**src/rtl/memory_stage.sv**
```systemverilog
// Memory-access stage of the 16-bit pipelined CPU.
// Holds the EX/MEM register, runs a two-state request FSM against a
// handshaked data memory, stalls upstream while an access is pending and
// feeds the MEM/WB register.
//
// Memory handshake: memReq is high for every cycle spent in WAIT and the
// request fields (memWe/memAddr/memWdata) are driven from the frozen M
// register, so they are stable for the whole request. memAck completes the
// access in the cycle it is seen high together with memReq (it may arrive
// combinationally in the first request cycle); memAck outside WAIT is ignored.
module memory_stage #(
  parameter int ADDR_W  = 12,
  parameter int TIMEOUT = 15
) (
  input  logic              clk,
  input  logic              reset,
  input  logic              RegWriteE,
  input  logic              MemWriteE,
  input  logic              MemToRegE,
  input  logic [15:0]       aluResultE,
  input  logic [15:0]       writeDataE,
  input  logic [3:0]        destAddE,
  output logic              memReq,
  output logic              memWe,
  output logic [ADDR_W-1:0] memAddr,
  output logic [15:0]       memWdata,
  input  logic [15:0]       memRdata,
  input  logic              memAck,
  output logic              stallM,
  output logic              RegWriteW,
  output logic              MemToRegW,
  output logic [15:0]       aluResultW,
  output logic [15:0]       readDataW,
  output logic [3:0]        destAddW,
  output logic              memErr
);

  typedef enum logic {ST_IDLE, ST_WAIT} state_t;

  state_t      state_q, state_d;
  logic [7:0]  wait_cnt_q, wait_cnt_d;

  // EX/MEM register
  logic        reg_write_m, mem_write_m, mem_to_reg_m;
  logic [15:0] alu_result_m, write_data_m;
  logic [3:0]  dest_add_m;

  logic        mem_op_e;
  logic        in_wait;
  logic        ack_hit;
  logic        timeout_hit;
  logic        load_m;
  logic        stall;

  assign mem_op_e    = MemWriteE | MemToRegE;
  assign in_wait     = (state_q == ST_WAIT);
  assign ack_hit     = in_wait & memAck;
  assign timeout_hit = in_wait & ~memAck & (wait_cnt_q == 8'(TIMEOUT - 1));
  // A store wins when both memory controls are set.
  assign load_m      = mem_to_reg_m & ~mem_write_m;

  // Next-state logic and stall generation for the request FSM
  always_comb begin
    state_d    = state_q;
    wait_cnt_d = wait_cnt_q;
    stall      = 1'b0;
    case (state_q)
      ST_IDLE: begin
        wait_cnt_d = 8'd0;
        if (mem_op_e) state_d = ST_WAIT;
      end
      ST_WAIT: begin
        if (memAck || timeout_hit) begin
          wait_cnt_d = 8'd0;
          state_d    = mem_op_e ? ST_WAIT : ST_IDLE;
        end else begin
          stall      = 1'b1;
          wait_cnt_d = wait_cnt_q + 8'd1;
        end
      end
      default: begin
        state_d    = ST_IDLE;
        wait_cnt_d = 8'd0;
      end
    endcase
  end

  assign stallM   = stall;
  assign memReq   = in_wait;
  assign memWe    = in_wait & mem_write_m;
  assign memAddr  = in_wait ? alu_result_m[ADDR_W-1:0] : '0;
  assign memWdata = in_wait ? write_data_m : 16'd0;

  // FSM state register and wait counter
  always_ff @(posedge clk or negedge reset) begin
    if (!reset) begin
      state_q    <= ST_IDLE;
      wait_cnt_q <= 8'd0;
    end else begin
      state_q    <= state_d;
      wait_cnt_q <= wait_cnt_d;
    end
  end

  // EX/MEM register: frozen while the stage stalls
  always_ff @(posedge clk or negedge reset) begin
    if (!reset) begin
      reg_write_m  <= 1'b0;
      mem_write_m  <= 1'b0;
      mem_to_reg_m <= 1'b0;
      alu_result_m <= 16'd0;
      write_data_m <= 16'd0;
      dest_add_m   <= 4'd0;
    end else if (!stall) begin
      reg_write_m  <= RegWriteE;
      mem_write_m  <= MemWriteE;
      mem_to_reg_m <= MemToRegE;
      alu_result_m <= aluResultE;
      write_data_m <= writeDataE;
      dest_add_m   <= destAddE;
    end
  end

  // MEM/WB register: bubble while stalled, retire otherwise; aborted loads do not write
  always_ff @(posedge clk or negedge reset) begin
    if (!reset) begin
      RegWriteW  <= 1'b0;
      MemToRegW  <= 1'b0;
      aluResultW <= 16'd0;
      readDataW  <= 16'd0;
      destAddW   <= 4'd0;
    end else if (stall) begin
      RegWriteW  <= 1'b0;
      MemToRegW  <= 1'b0;
    end else begin
      RegWriteW  <= reg_write_m & ~timeout_hit;
      MemToRegW  <= load_m;
      aluResultW <= alu_result_m;
      readDataW  <= (ack_hit && load_m) ? memRdata : 16'd0;
      destAddW   <= dest_add_m;
    end
  end

  // One-cycle error pulse after an aborted access
  always_ff @(posedge clk or negedge reset) begin
    if (!reset) memErr <= 1'b0;
    else        memErr <= timeout_hit;
  end

endmodule

```
**config.mk**
```make
export PLATFORM = sky130hd
export DESIGN_NAME = memory_stage
export DESIGN_NICKNAME = d
export VERILOG_FILES = /design/src/rtl/memory_stage.sv
export SDC_FILE = /design/constraint.sdc
export NUM_CORES = 1
export LEC_CHECK = 0
export CORE_MARGIN = 5
export CORE_UTILIZATION = 44
export CTS_BUF_LIST = sky130_fd_sc_hd__clkbuf_16
export DETAILED_ROUTE_END_ITERATION = 8
export PLACE_DENSITY_LB_ADDON = 0.25
export SYNTH_ARGS = -nofsm -noshare
export SYNTH_HDL_FRONTEND = slang
export SYNTH_SLANG_ARGS = --single-unit
```
**constraint.sdc**
```tcl
create_clock -name clk -period 2.5 [get_ports clk]
set_input_delay 0.5 -clock clk [delete_from_list [all_inputs] [get_ports clk]]
set_output_delay 0.5 -clock clk [all_outputs]
set_load 0.005 [all_outputs]
```
==> impl_metrics.json <==
{
  "outcome": "completed",
  "slew_violations": 0,
  "ys.warnings.count": 0,
  "io_pins": 128,
  "grt-ovfl-total": 0,
  "grt_pass1_wl_um": 13000,
  "rsz0062_at_grt": "no",
  "fin_crit_sh_pct": 94.2,
  "synth.avg_cell_area_um2": 14.3,
  "final_common_cell": "clkdlybuf4s50_1",
  "start_util_pct": 45.2,
  "yosys_register_bits": 87,
  "grt_usage_pct": 16.8,
  "netlist_area_mm2": 0.00350,
  "gp_congestion": 0.715,
  "end_kind": "register",
  "clk_pin_slew_ns": 0.06,
  "synth_edf_count": 0,
  "dpl_cell_area_mm2": 0.00488,
  "max_freq_mhz": 425,
  "clkPwrFrac_pct": 36.6,
  "skew_ns": 0.00690,
  "netlist_instances": 245,
  "rrSetupSlack_ns": 0.15,
  "layout-drive-gt1-share_pct": 13.4,
  "tightestPinTransition_ns": 0.632,
  "required_ns": 2.71,
  "seq_power_share_pct": 45.3,
  "hp-class": "input port to asynchronous set/reset pin",
  "leakage_nw": 2.17,
  "drtIter0Drc": 27,
  "cts_made_buffers": 9,
  "p_int_mw": 2.77,
  "diodes": 0,
  "cts_tree": "yes",
  "synth_adder_area_share_pct": 0.716,
  "powerDensity_mw_per_mm2": 695,
  "numClockSinks": 87,
  "ir_drop_mv": 0.451,
  "final_hold_viol_count": 0,
  "dr.pass1.iters": 4,
  "p_sw_mw": 0.834,
  "final_cell_area_mm2": 0.00518,
  "synth-simple-area-share_pct": 9.45,
  "worstSetupPathType": "register to register",
  "dieArea_mm2": 0.00983,
  "grt_pass1_vias": 2531,
  "start_kind": "register",
  "vias_per_cell": 4.93,
  "clk-insertion-delay-late_ns": 0.33,
  "arrival_ns": 2.57,
  "synth_compound_area_share_pct": 6.01,
  "dp.cells": 466,
  "drv_cap": 0,
  "synth_fp_nets": 305,
  "max-slew-margin-rel_pct": 57.8,
  "clockRootBuffer": "clkbuf_16",
  "antenna_left": 0,
  "synth_top_family_by_area": "multiplexers",
  "swShare_pct": 23.2,
  "rows": 32,
  "r2r_cells": 6,
  "synthMuxAreaShare_pct": 19.0,
  "port-buffer-count": 127,
  "layout_min_cycle_time_ns": 2.35,
  "finalSetupViolations": 0,
  "combPwrFrac_pct": 18.2,
  "final_cells": 483,
  "ys_async_sr_fraction_pct": 100,
  "syn_to_final_growth_pct": 48.2,
  "yosysSeqAreaShare_pct": 62.3,
  "power_mw": 3.60,
  "cts_buffer_depth": 2,
  "grt_max_degree": 49,
  "final_cell_mix": "125 x clkdlybuf4s50_1, 87 x dfrtp_1, 36 x mux2_1, 30 x and2_1, 23 x mux2_2",
  "hpwl_um": 5560,
  "routed_wl_um": 7910,
  "nNetsFinal": 436,
  "num_vias": 2381,
  "path_max_fanout": 38,
  "synthFlopType": "dfrtp_1",
  "tns_ns": 0,
  "antenna_found_initial": 0,
  "wire_per_inst_um": 16.4,
  "h-tree-depth": 3,
  "die_h_um": 99.1,
  "design.core.area_mm2": 0.00773,
  "die_w_um": 99.1,
  "drc": 0,
  "synth_cell_types": 31,
  "synth_xor_xnor_area_share_pct": 0.251
}
-- critical path, cell delays in order, from the launching register on --
cell and delay [ns]:
dfrtp_1 0.37, inv_1 0.06, ha_1 0.14, or4b_4 0.50
o31ai_4 0.28, buf_4 0.49, mux2_2 0.39
-- repair_timing --
item / 4_1_cts / 5_1_grt
gates resized for setup: 1 / 2
gates cloned: 0 / 0
buffers inserted: 1 / 0
pin swaps: 1 / 1
setup endpoints to repair: 1 / 1
hold buffers: 0 / 0
-- layer usage --
metal  vias up  part of all wire [%]  track usage, %
li1       1126                     -               -
met1      1181                    42            21.2
met2        65                    51            27.2
met3         9                   6.2            4.98
met4         0                   1.4            6.72
met5         -                     0               0
-- through the flow --
step / utilization, % / setup slack, ns / hold WS, ns
after floorplan: - / 0.347 / 0.204
after global placement: 63.2 / 0.154 / 0.459
after detailed placement: 63.2 / 0.121 / 0.470
after CTS: 67.1 / 0.0132 / 0.163
after global routing: 67.0 / 0.0415 / 0.180
final: 67.0 / 0.146 / 0.142
-- Yosys cell counts (all sizes together), types with 4 or more instances --
master,n,share of area (%)
dfrtp,87,62
mux2,59,19
and2,30,5.4
a22o,16,4.0
buf,9,1.4
clkbuf,5,0.54
a21oi,4,0.57
or3,4,0.72
-- state kept, by name, summed over array words and instances (netlist names) --
register and cells:
aluResultW 16, alu_result_m 16, readDataW 16, write_data_m 16, wait_cnt_q 8, destAddW 4, dest_add_m 4, MemToRegW 1
RegWriteW 1, memErr 1, memReq 1, mem_to_reg_m 1, mem_write_m 1, reg_write_m 1
-- worst paths after layout --
kind,start,to
max reg2reg,wait_cnt_q[0],write_data_m[7]
min,reset,alu_result_m[8]
min in group clk,alu_result_m[14],aluResultW[14]
min reg2reg,alu_result_m[14],aluResultW[14]
max,wait_cnt_q[0],write_data_m[7]
max in group asynchronous,reset,mem_to_reg_m
-- cells by family (layout without fill, tap and decap cells) --
kind of cell    count (synthesis)  count (layout)
mux                            59              59
fa+ha+maj                       2               2
simple gates                   53              53
flops                          87              87
compound gates                 26              26
buf+inv                        17             153
xor+xnor                        1               1
-- final cells by class --
cell class | instances | area, um^2
Sequential cell | 87 | 2180
Multi-Input combinational cell | 141 | 1240
Clock buffer | 9 | 225
Timing Repair Buffer | 134 | 1330
Tap cell | 102 | 128
Fill cell | 584 | 2550
Inverter | 3 | 11.3
Clock inverter | 7 | 72.6
-- power by group through the flow --
stage                     combinational (mW)  sequential [mW]  clock [mW]
after detailed placement               0.662             1.66           0
after global placement                 0.653             1.65           0
after CTS                              0.670             1.63        1.35
after global routing                   0.709             1.65        1.42
after floorplan                        0.227             1.65           0
final                                  0.655             1.63        1.32
Power figures use the tool's default switching activity.
